`config.mk`:
```
export PLATFORM = sky130hd
export DESIGN_NAME = sprite_compositor
export DESIGN_NICKNAME = d
export VERILOG_FILES = /design/src/rtl/sprite_compositor.sv
export SDC_FILE = /design/constraint.sdc
export NUM_CORES = 1
export LEC_CHECK = 0
export ABC_AREA = 1
export CAP_MARGIN = 30
export CELL_PAD_IN_SITES_DETAIL_PLACEMENT = 0
export CELL_PAD_IN_SITES_GLOBAL_PLACEMENT = 1
export CORE_MARGIN = 2
export CORE_UTILIZATION = 25
export CTS_CLUSTER_DIAMETER = 60
export DETAILED_ROUTE_END_ITERATION = 8
export GPL_TIMING_DRIVEN = 0
export PLACE_DENSITY = 0.82
export SYNTH_ARGS = -nofsm -noshare
export SYNTH_HDL_FRONTEND = slang
export SYNTH_SLANG_ARGS = --single-unit
```
`constraint.sdc`:
```
create_clock -name clk -period 1.8 [get_ports clk]
set_clock_uncertainty 0.05 [all_clocks]
set_input_delay 0.36 -clock clk [delete_from_list [all_inputs] [get_ports clk]]
set_output_delay 0.36 -clock clk [all_outputs]
set_load 0.01 [all_outputs]
```
`src/rtl/sprite_compositor.sv`:
```
// Priority compositor for sprite channels with frame-synchronous visibility mask loading.
// Define SPRITE_COLLISION_EN to build the COLL_A/COLL_B overlap detector and hit counter.
module sprite_compositor #(
    parameter int                      CHANNELS    = 8,
    parameter int                      ELEMENT     = 5,
    parameter int                      ADDR_W      = 10,
    parameter logic [2:0]              PLAY_STATE  = 3'b001,
    parameter logic [CHANNELS-1:0]     ALWAYS_MASK = {{(CHANNELS-1){1'b0}}, 1'b1},
    parameter int                      COLL_A      = 1,
    parameter int                      COLL_B      = 5
) (
    input  logic                         clk,
    input  logic                         reset,
    input  logic                         active,
    input  logic                         frame_start,
    input  logic [2:0]                   stateGame,
    input  logic [CHANNELS-1:0]          ch_enable,
    input  logic [CHANNELS*ELEMENT-1:0]  ch_element,
    input  logic [CHANNELS*ADDR_W-1:0]   ch_address,
    input  logic                         mask_valid,
    input  logic [CHANNELS-1:0]          mask_data,
    output logic                         mask_ready,
    output logic                         ready,
    output logic [ELEMENT-1:0]           element,
    output logic [ADDR_W-1:0]            address,
    output logic                         collision,
    output logic [7:0]                   hit_count
);

    logic [CHANNELS-1:0] r_vis_mask;
    logic [CHANNELS-1:0] r_shadow_mask;
    logic                r_mask_ready;
    logic                r_ready;
    logic [ELEMENT-1:0]  r_element;
    logic [ADDR_W-1:0]   r_address;

    logic [CHANNELS-1:0] w_elig;
    logic                w_any;
    logic [ELEMENT-1:0]  w_sel_elem;
    logic [ADDR_W-1:0]   w_sel_addr;

    assign w_elig = ch_enable & r_vis_mask &
                    (ALWAYS_MASK | {CHANNELS{stateGame == PLAY_STATE}});

    // Lowest-index eligible channel wins: scan downward so lower indices overwrite.
    always_comb begin
        w_any      = 1'b0;
        w_sel_elem = '0;
        w_sel_addr = '0;
        for (int i = CHANNELS - 1; i >= 0; i--) begin
            w_sel_elem = w_elig[i] ? ch_element[i*ELEMENT +: ELEMENT] : w_sel_elem;
            w_sel_addr = w_elig[i] ? ch_address[i*ADDR_W +: ADDR_W]   : w_sel_addr;
            w_any      = w_any | w_elig[i];
        end
    end

    always_ff @(posedge clk or posedge reset) begin
        if (reset) begin
            r_ready   <= 1'b0;
            r_element <= '0;
            r_address <= '0;
        end else if (active && w_any) begin
            r_ready   <= 1'b1;
            r_element <= w_sel_elem;
            r_address <= w_sel_addr;
        end else begin
            r_ready   <= 1'b0;
            r_element <= '0;
            r_address <= '0;
        end
    end

    // mask_ready low means the shadow holds an uncommitted mask; a capture made
    // during frame_start leaves mask_ready high that cycle, so it waits a frame.
    always_ff @(posedge clk or posedge reset) begin
        if (reset) begin
            r_vis_mask    <= '1;
            r_shadow_mask <= '1;
            r_mask_ready  <= 1'b1;
        end else if (mask_valid && r_mask_ready) begin
            r_shadow_mask <= mask_data;
            r_mask_ready  <= 1'b0;
        end else if (frame_start && !r_mask_ready) begin
            r_vis_mask    <= r_shadow_mask;
            r_mask_ready  <= 1'b1;
        end else begin
            r_vis_mask    <= r_vis_mask;
            r_shadow_mask <= r_shadow_mask;
            r_mask_ready  <= r_mask_ready;
        end
    end

`ifdef SPRITE_COLLISION_EN
    logic       r_pending;
    logic       r_collision;
    logic [7:0] r_hit_count;
    logic       w_overlap;

    assign w_overlap = active & w_elig[COLL_A] & w_elig[COLL_B];

    // Overlap seen in the frame_start cycle seeds the new frame's pending flag.
    always_ff @(posedge clk or posedge reset) begin
        if (reset) begin
            r_pending   <= 1'b0;
            r_collision <= 1'b0;
            r_hit_count <= 8'd0;
        end else if (frame_start) begin
            r_collision <= r_pending;
            r_pending   <= w_overlap;
            if (r_pending && (r_hit_count != 8'd255)) begin
                r_hit_count <= r_hit_count + 8'd1;
            end else begin
                r_hit_count <= r_hit_count;
            end
        end else begin
            r_pending   <= r_pending | w_overlap;
            r_collision <= r_collision;
            r_hit_count <= r_hit_count;
        end
    end

    assign collision = r_collision;
    assign hit_count = r_hit_count;
`else
    assign collision = 1'b0;
    assign hit_count = 8'd0;
`endif

    assign mask_ready = r_mask_ready;
    assign ready      = r_ready;
    assign element    = r_element;
    assign address    = r_address;

endmodule

```
==> reports/qor.txt, run 1 <==
status: finished, final reports clean
drt pass-1 iters: 4
commonest non-fill, non-tap cells in the layout: nand2_1 (171), clkdlybuf4s50_1 (156), inv_1 (76)
first-pass GRT wire length: 17200 µm
Synthesis Warnings: 0
io pins: 170
Via density: 4.23
Seq/Total Area, Yosys: 0.276
Synth Area in Adders: 0
# setup viols final: 0
Port Buffers: 160
vias after detailed routing: 3566
post-DP HPWL: 9110 µm
layout cells sized above 1: 0.197
EDFF count, synth: 0
critical path, cell by cell: clkdlybuf4s50_1
grt total ovfl: 0
Final GP Congestion: 0.867
synth unique cells: 29
worst reg-to-reg setup slack: 130 ps
met3 Use GR: 0.0302
VDD IR max: 0.000428 V
post-synth top area cell: nand2_1
Critical R2R Capture: element[4]
register share of total power: 0.297
critical path class: reg -> out
met1 track demand over resource: 0.193
drt drc: 0
simple-gate share of the synthesized area: 0.413
total CTS buffers: 5
Worst-path clk slew: 60 ps
WP buf/inv: 1
Worst-Skew Late Latency: 280 ps
initial antenna violation count: 0
hold_ws: 420 ps
Tot Pwr: 3.55 mW
Cell Int Power: 2.46 mW
core area: 12000 µm²
GRT busiest layer: met2
Worst-Margin Slew: 610 ps
synthesized area per cell: 6.17 µm²
H-tree levels: 2
Post-Route Utilization: 0.454
largest delay contributor family on the critical path: flip-flops
CTS tree: yes
final hold violation count: 0
ys flop type: dfstp_2
Setup Total Neg Slack: 0 ps
Synth Area in XOR/XNOR: 0
leakage: 2.67 nW
die area: 13200 µm²
Tcrit/Tclk final: 0.984
main combinational cell family by area after synthesis: simple AND/OR/NAND/NOR gates
Critical Path Start Type: register
DRT antenna net count: 0
FILL cells: 1255
initial core utilization: 0.255
Avg WL per Cell: 13.5 µm
most common cell after layout, fill and taps aside: nand2_1
Nets: 840
met2 global-route usage: 0.315
Clock Power Share: 0.302
Final Critical Period: 1770 ps
GRT Util Overall: 0.166
Die H: 115 µm
asr flop ratio synth: 1.00
fmax: 565 MHz
MaxCap Viol Count: 0
sw power: 1.09 mW
Synth area leaders: nand2_1 (22%), dfstp_2 (15%), dfrtp_1 (13%)
CP Data Arrival Time: 1360 ps
Post-Place Cells: 813
final std cells w/o fill: 844
hold_buf cts: 0
slowest cell on the critical path: dfstp_2
Hold EP: r_shadow_mask[5]
P&R area growth vs syn: 77.9%
combinational power share: 0.401
clock root buffer: clkbuf_16
final wirelength: 11400 µm
chip width: 115 µm
Worst Path Required: 1390 ps
slowest stage delay, CP: 550 ps
mux cell area share after synthesis: 0.0294
HP Class: reg -> reg
vias in the first global route: 3686
TritonCTS Sinks: 33
Compound-Gate Fraction of Synth Area: 0.0955
hold_sp: r_shadow_mask[5]
CP max FO: 3
final slew viol count: 0
deepest clock path buffer count: 2
post-synthesis instance total: 497
Rel. slew slack: 0.593
Power Density: 651 nW/µm²
# rows: 40
Synth Register Bits: 33
share of the synthesized area in the top cell type: 0.218
synthesized cell area: 3060 µm²
Critical R2R Launch: r_vis_mask[7]
ANT cells: 0
largest net degree at the start of global routing: 21
Worst Setup End Kind: output pin
Sw Share: 0.306
hold path cells: 2
R2R cell count: 11
iteration-0 DRC count of the detailed router: 171
## sequential cells by signal, summed over array words and instances (netlist names)
signal         cells
element            5
ready              1
r_shadow_mask      8
address           10
r_vis_mask         8
mask_ready         1
## synth_stat cells (7+ instances only)
cell      instances
clkbuf_1          8
nand2_1         178
o211ai_1         14
dfstp_2          17
buf_2             8
nor2_1           51
nand2_2          11
nand3_1          46
inv_1            78
dfrtp_1          16
mux2_2            8
buf_4            11
a21oi_2          14
a21oi_1           7
## per-stage QoR
stage               worst slack (ps)  area [µm²]
finish                          28.9        5450
global route                   -13.6        5450
CTS                             25.3        5370
detailed placement              -471        4910
global placement                -428        4880
floorplan                        208        3090
## how the worst max path moves through the flow
stage                        from    endpoint  slack (ps)  cells after the start
detailed placement   stateGame[1]  address[2]        -470                     13
floorplan           r_vis_mask[5]  address[4]         210                     12
finish                 mask_ready  mask_ready          30                      1
global placement     stateGame[0]  element[0]        -430                     12
global route         ch_enable[6]  address[9]         -10                     12
CTS                  ch_enable[5]  address[6]          30                     13
## metal layers
metal | wire [µm] | up-vias
met5 | 0 | -
met4 | 123 | 0
met3 | 733 | 6
met2 | 5970 | 111
met1 | 4570 | 1561
li1 | - | 1888
## repair_timing
item | 4_1_cts | 5_1_grt
gates cloned | 4 | 2
resized for setup | 35 | 18
endpoints found under the hold margin | 0 | 0
setup buffers | 14 | 3
pin swaps | 10 | 6
endpoints found under the setup margin | 15 | 14
## area by class of cell
class                           count  area (µm²)  area share
Buffer                             34         307      0.0562
Clock buffer                        6         150      0.0275
Clock inverter                      2        38.8     0.00711
Inverter                           83         323      0.0592
Multi-Input combinational cell    356        1750       0.321
Sequential cell                    33         847       0.155
Tap cell                          147         184      0.0337
Timing Repair Buffer              183        1850       0.340
## power groups by stage
stage	sequential, mW	combinational, mW	clock [mW]
after global routing	1.08	1.58	1.12
after floorplan	1.06	0.684	0
after CTS	1.05	1.39	1.09
after detailed placement	1.06	1.29	0
after global placement	1.05	1.27	0
final	1.06	1.42	1.07
## logic make-up (layout without fill, tap and decap cells)
kind of cell / Yosys count / after routing
other: 1 / 9
multiplexers: 8 / 8
AO/OA/AOI/OAI: 41 / 41
AND/OR/NAND/NOR: 297 / 298
flip-flops: 33 / 33
buffers and inverters: 117 / 308
Power figures use the tool's default switching activity.
==> run 2: changes to the inputs <==
CELL_PAD_IN_SITES_DETAIL_PLACEMENT = 1   (was 0)
==> run 2 against run 1 <==
Net effect:
- die area is the same
- core utilization grew 1.8 points
- sequential cell count is the same
- total power is essentially flat
- critical path depth is the same
- register-to-register slack lost 80 ps
- critical endpoint unchanged
==> reports/qor.txt, run 2 (synthesized netlist as in run 1, its figures left out) <==
status: finished, final reports clean (unchanged)
initial core utilization: 0.255 (unchanged)
Worst-path clk slew: 60 ps (about the same)
post-DP HPWL: 10400 µm (was 9110 µm)
die area: 13200 µm² (unchanged)
TritonCTS Sinks: 33 (unchanged)
final slew viol count: 0 (unchanged)
metal2 WL: 7140 µm (was 5970 µm)
Setup Total Neg Slack: 0 ps (unchanged)
CTS tree: yes (unchanged)
HP Class: reg -> reg (unchanged)
met1 wire length: 5030 µm (was 4570 µm)
deepest clock path buffer count: 2 (unchanged)
Tot Pwr: 3.55 mW (about the same)
final wirelength: 13000 µm (was 11400 µm)
iteration-0 DRC count of the detailed router: 164 (was 171)
MaxCap Viol Count: 0 (unchanged)
Worst-Skew Late Latency: 280 ps (about the same)
Via density: 4.48 (was 4.23)
ANT cells: 0 (unchanged)
Post-Place Cells: 813 (unchanged)
largest net degree at the start of global routing: 21 (unchanged)
Largest register FFs: 10 (unchanged)
slowest cell on the critical path: dfstp_2 (unchanged)
core area: 12000 µm² (unchanged)
Worst Path Required: 1390 ps (about the same)
leakage: 2.73 nW (was 2.67 nW)
Rel. slew slack: 0.577 (was 0.593)
Final Critical Period: 1750 ps (was 1770 ps)
Port Buffers: 160 (unchanged)
DRT antenna net count: 0 (unchanged)
largest delay contributor family on the critical path: flip-flops (unchanged)
fmax: 571 MHz (was 565 MHz)
P&R area growth vs syn: 85.0% (was 77.9%)
io pins: 170 (unchanged)
clock root buffer: clkbuf_16 (unchanged)
Nets: 848 (was 840)
CP max FO: 3 (unchanged)
most common cell after layout, fill and taps aside: nand2_1 (unchanged)
Final GP Congestion: 0.867 (unchanged)
chip width: 115 µm (unchanged)
slowest stage delay, CP: 530 ps (was 550 ps)
Avg WL per Cell: 15.3 µm (was 13.5 µm)
WP buf/inv: 1 (unchanged)
WL met3: 645 µm (was 733 µm)
first-pass GRT wire length: 20400 µm (was 17200 µm)
Power Density: 626 nW/µm² (was 651 nW/µm²)
critical path class: reg -> out (unchanged)
# rows: 40 (unchanged)
grt total ovfl: 0 (unchanged)
Worst-Margin Slew: 635 ps (was 610 ps)
# setup viols final: 0 (unchanged)
Die H: 115 µm (unchanged)
drt drc: 0 (unchanged)
hold_buf cts: 0 (unchanged)
final std cells w/o fill: 852 (was 844)
Tcrit/Tclk final: 0.973 (was 0.984)
drt pass-1 iters: 4 (unchanged)
Worst Setup End Kind: output pin (unchanged)
layout cells sized above 1: 0.240 (was 0.197)
CP Data Arrival Time: 1340 ps (was 1360 ps)
final hold violation count: 0 (unchanged)
commonest non-fill, non-tap cells in the layout: nand2_1 (158), clkdlybuf4s50_1 (155), inv_1 (76) (was nand2_1 (171), clkdlybuf4s50_1 (156), inv_1 (76))
vias after detailed routing: 3821 (was 3566)
VDD IR max: 0.000309 V (was 0.000428 V)
total CTS buffers: 5 (unchanged)
Critical Path Start Type: register (unchanged)
vias in the first global route: 4248 (was 3686)
initial antenna violation count: 0 (unchanged)
critical path, cell by cell: clkdlybuf4s50_1 (unchanged)
H-tree levels: 2 (unchanged)
top layer in use: met4 (unchanged)
GRT Util Overall: 0.195 (was 0.166)
run 2: cell count changes in the layout (fill, tap and decap cells not counted), sizes merged:
cell           change
buf                +7
clkinv             +2
clkdlybuf4s15      +1
clkdlybuf4s50      -1
dlygate4sd2        -1
dlymetal6s2s       +1
inv                -1
run 2: layout make-up:
cell class / instances / area [µm²]
plain buffers: 34 / 320
clock buffers: 5 / 125
clock inverters: 3 / 46.3
fillers: 1521 / 6340
inverters: 83 / 332
multi-input cells: 356 / 1840
flip-flops and latches: 33 / 847
well taps: 147 / 184
repair buffers: 191 / 1980
run 2: worst paths after layout:
| kind | slack [ps] | cells past startpoint | end | start |
|---|---|---|---|---|
| max in group asynchronous | 690 | 3 | r_vis_mask[1] | reset |
| setup reg to reg | 50 | 11 | element[3] | r_vis_mask[7] |
| hold reg to reg | 430 | 2 | r_shadow_mask[4] | r_shadow_mask[4] |
| min in group asynchronous | 780 | 2 | r_vis_mask[7] | reset |
| hold / removal | 430 | 2 | r_shadow_mask[4] | r_shadow_mask[4] |
| setup / recovery | 50 | 1 | mask_ready | mask_ready |
run 2: per-layer routing:
| layer | up-vias | global-route usage |
|---|---|---|
| met5 | - | 0 |
| met3 | 13 | 0.0318 |
| li1 | 1906 | - |
| met1 | 1810 | 0.215 |
| met4 | 0 | 0.0482 |
| met2 | 92 | 0.385 |
run 2: per-stage QoR:
stage                     instance area, µm²  hold WS (ps)  worst slack, ps   util
after detailed placement                4910           425             -508  0.409
after global routing                    5670           454            -32.5  0.472
after CTS                               5420           434             8.53  0.451
after floorplan                         3090           384              208      -
final                                   5670           433             48.2  0.472
after global placement                  4880           410             -428  0.406
run 2: timing repair:
action | in CTS | in global routing
gates resized for setup | 38 | 55
pin swaps | 14 | 31
setup endpoints to repair | 15 | 15
buffers inserted | 17 | 8
cloned | 4 | 4
run 2: power by group:
group	internal (mW)	total [mW]	switching [mW]
logic	0.762	1.50	0.742
registers	0.979	1.06	0.0846
clock network	0.654	0.981	0.327
==> run 3: changes to the inputs <==
CAP_MARGIN = unset   (was 30)
==> run 3 against run 2 <==
Net effect:
- non-clock buffer count fell by 7
- cell area fell by 2.0%
- critical path depth did not move
- global-route usage fell by 0.17 points
- combinational power barely moved
- total power rose by 0.56%
- worst hold slack got worse by 64 ps
- critical endpoint unchanged
==> reports/qor.txt, run 3 (synthesized netlist as in run 1, its figures left out) <==
chip width: 115 µm (unchanged)
most common cell after layout, fill and taps aside: clkdlybuf4s50_1 (was nand2_1)
CP Data Arrival Time: 1350 ps (was 1340 ps)
Tcrit/Tclk final: 0.978 (was 0.973)
MaxCap Viol Count: 0 (unchanged)
GRT Util Overall: 0.193 (was 0.195)
iteration-0 DRC count of the detailed router: 155 (was 164)
Worst Path Required: 1390 ps (about the same)
status: finished, final reports clean (unchanged)
Post-Place Cells: 812 (was 813)
post-DP HPWL: 10200 µm (was 10400 µm)
Rel. slew slack: 0.523 (was 0.577)
io pins: 170 (unchanged)
layout cells sized above 1: 0.245 (was 0.240)
die area: 13200 µm² (unchanged)
slowest stage delay, CP: 540 ps (was 530 ps)
CTS tree: yes (unchanged)
core area: 12000 µm² (unchanged)
fmax: 568 MHz (was 571 MHz)
drt pass-1 iters: 4 (unchanged)
largest net degree at the start of global routing: 34 (was 21)
DP Worst Slack: -526 ps (was -508 ps)
P&R area growth vs syn: 81.3% (was 85.0%)
DRT antenna net count: 0 (unchanged)
vias after detailed routing: 3741 (was 3821)
Port Buffers: 160 (unchanged)
# rows: 40 (unchanged)
clock root buffer: clkbuf_16 (unchanged)
Worst-Skew Late Latency: 280 ps (about the same)
H-tree levels: 2 (unchanged)
HP Class: in -> async (was reg -> reg)
Final Critical Period: 1760 ps (was 1750 ps)
total CTS buffers: 5 (unchanged)
critical path, cell by cell: clkdlybuf4s50_1 (unchanged)
# setup viols final: 0 (unchanged)
drt drc: 0 (unchanged)
VDD IR max: 0.000431 V (was 0.000309 V)
final slew viol count: 0 (unchanged)
worst reg-to-reg setup slack: 100 ps (was 50 ps)
first-pass GRT wire length: 20100 µm (was 20400 µm)
final hold violation count: 0 (unchanged)
Post-Route Utilization: 0.463 (was 0.472)
Via density: 4.43 (was 4.48)
leakage: 2.65 nW (was 2.73 nW)
initial core utilization: 0.255 (unchanged)
initial antenna violation count: 0 (unchanged)
TritonCTS Sinks: 33 (unchanged)
RSZ-0062 raised after global routing: yes
Avg WL per Cell: 15.2 µm (was 15.3 µm)
Worst-path clk slew: 60 ps (about the same)
grt total ovfl: 0 (unchanged)
slowest cell on the critical path: dfstp_2 (unchanged)
largest delay contributor family on the critical path: flip-flops (unchanged)
WP buf/inv: 1 (unchanged)
hold_ws: 369 ps (was 433 ps)
Largest register FFs: 10 (unchanged)
Worst Slack Setup Final: 40.3 ps (was 48.2 ps)
Final GP Congestion: 0.867 (unchanged)
Die H: 115 µm (unchanged)
Nets: 840 (was 848)
ANT cells: 0 (unchanged)
final std cells w/o fill: 844 (was 852)
vias in the first global route: 4161 (was 4248)
critical path class: reg -> out (unchanged)
Tot Pwr: 3.57 mW (was 3.55 mW)
Power Density: 642 nW/µm² (was 626 nW/µm²)
Critical Path Start Type: register (unchanged)
deepest clock path buffer count: 2 (unchanged)
Worst-Margin Slew: 711 ps (was 635 ps)
commonest non-fill, non-tap cells in the layout: clkdlybuf4s50_1 (157), nand2_1 (153), inv_1 (75) (was nand2_1 (158), clkdlybuf4s50_1 (155), inv_1 (76))
Worst Setup End Kind: output pin (unchanged)
CP max FO: 3 (unchanged)
final wirelength: 12800 µm (was 13000 µm)
-- run 3: changes by cell type in the layout (fill, tap and decap cells not counted), moves of 2 or more --
cell	previous run	this run
buf_4	28	24
nor2_4	5	3
nor2_1	40	43
nand2_1	158	153
nand3_1	42	35
nand3_2	3	10
buf_16	4	1
nand2_2	30	35
clkdlybuf4s50_1	155	157
dlymetal6s2s_1	2	0
buf_8	1	3
-- run 3: what timing repair did --
action | 4_1_cts | 5_1_grt
gates cloned | 5 | 0
hold buffers | 0 | 0
resized for setup | 37 | 56
setup buffers | 17 | 2
setup endpoints to repair | 15 | 15
pin swaps | 10 | 31
-- run 3: area by class of cell --
class | instances | area, µm²
Clock inverter | 3 | 46.3
Sequential cell | 33 | 847
Inverter | 83 | 329
Multi-Input combinational cell | 355 | 1870
Fill cell | 1527 | 6450
Tap cell | 147 | 184
Timing Repair Buffer | 184 | 1840
Buffer | 34 | 320
Clock buffer | 5 | 125
-- run 3: worst paths after layout --
check	start	end	depth (start not counted)
max	mask_ready	mask_ready	1
min reg2reg	r_shadow_mask[7]	r_shadow_mask[7]	2
max reg2reg	r_vis_mask[7]	element[3]	11
min in group clk	r_shadow_mask[7]	r_shadow_mask[7]	2
min	reset	address[9]	2
max in group asynchronous	reset	address[5]	3
-- run 3: metrics by stage --
step | instance area [µm²] | setup TNS (ps)
finish | 5560 | 0
global route | 5560 | -301
CTS | 5370 | 0
detailed placement | 4880 | -8750
global placement | 4880 | -6800
floorplan | 3090 | 0
-- run 3: routing by layer --
layer / up-vias / GRT usage / wire length [µm]
met5: - / 0 / 0
met4: 0 / 0.0498 / 195
met3: 11 / 0.0334 / 683
met2: 96 / 0.380 / 7040
li1: 1885 / - / -
met1: 1749 / 0.213 / 4900
-- run 3: where the power goes --
group	switching, mW	leakage, nW	internal [mW]
clock	0.328	0.0800	0.654
sequential	0.0829	0.398	0.979
combinational	0.749	2.17	0.775
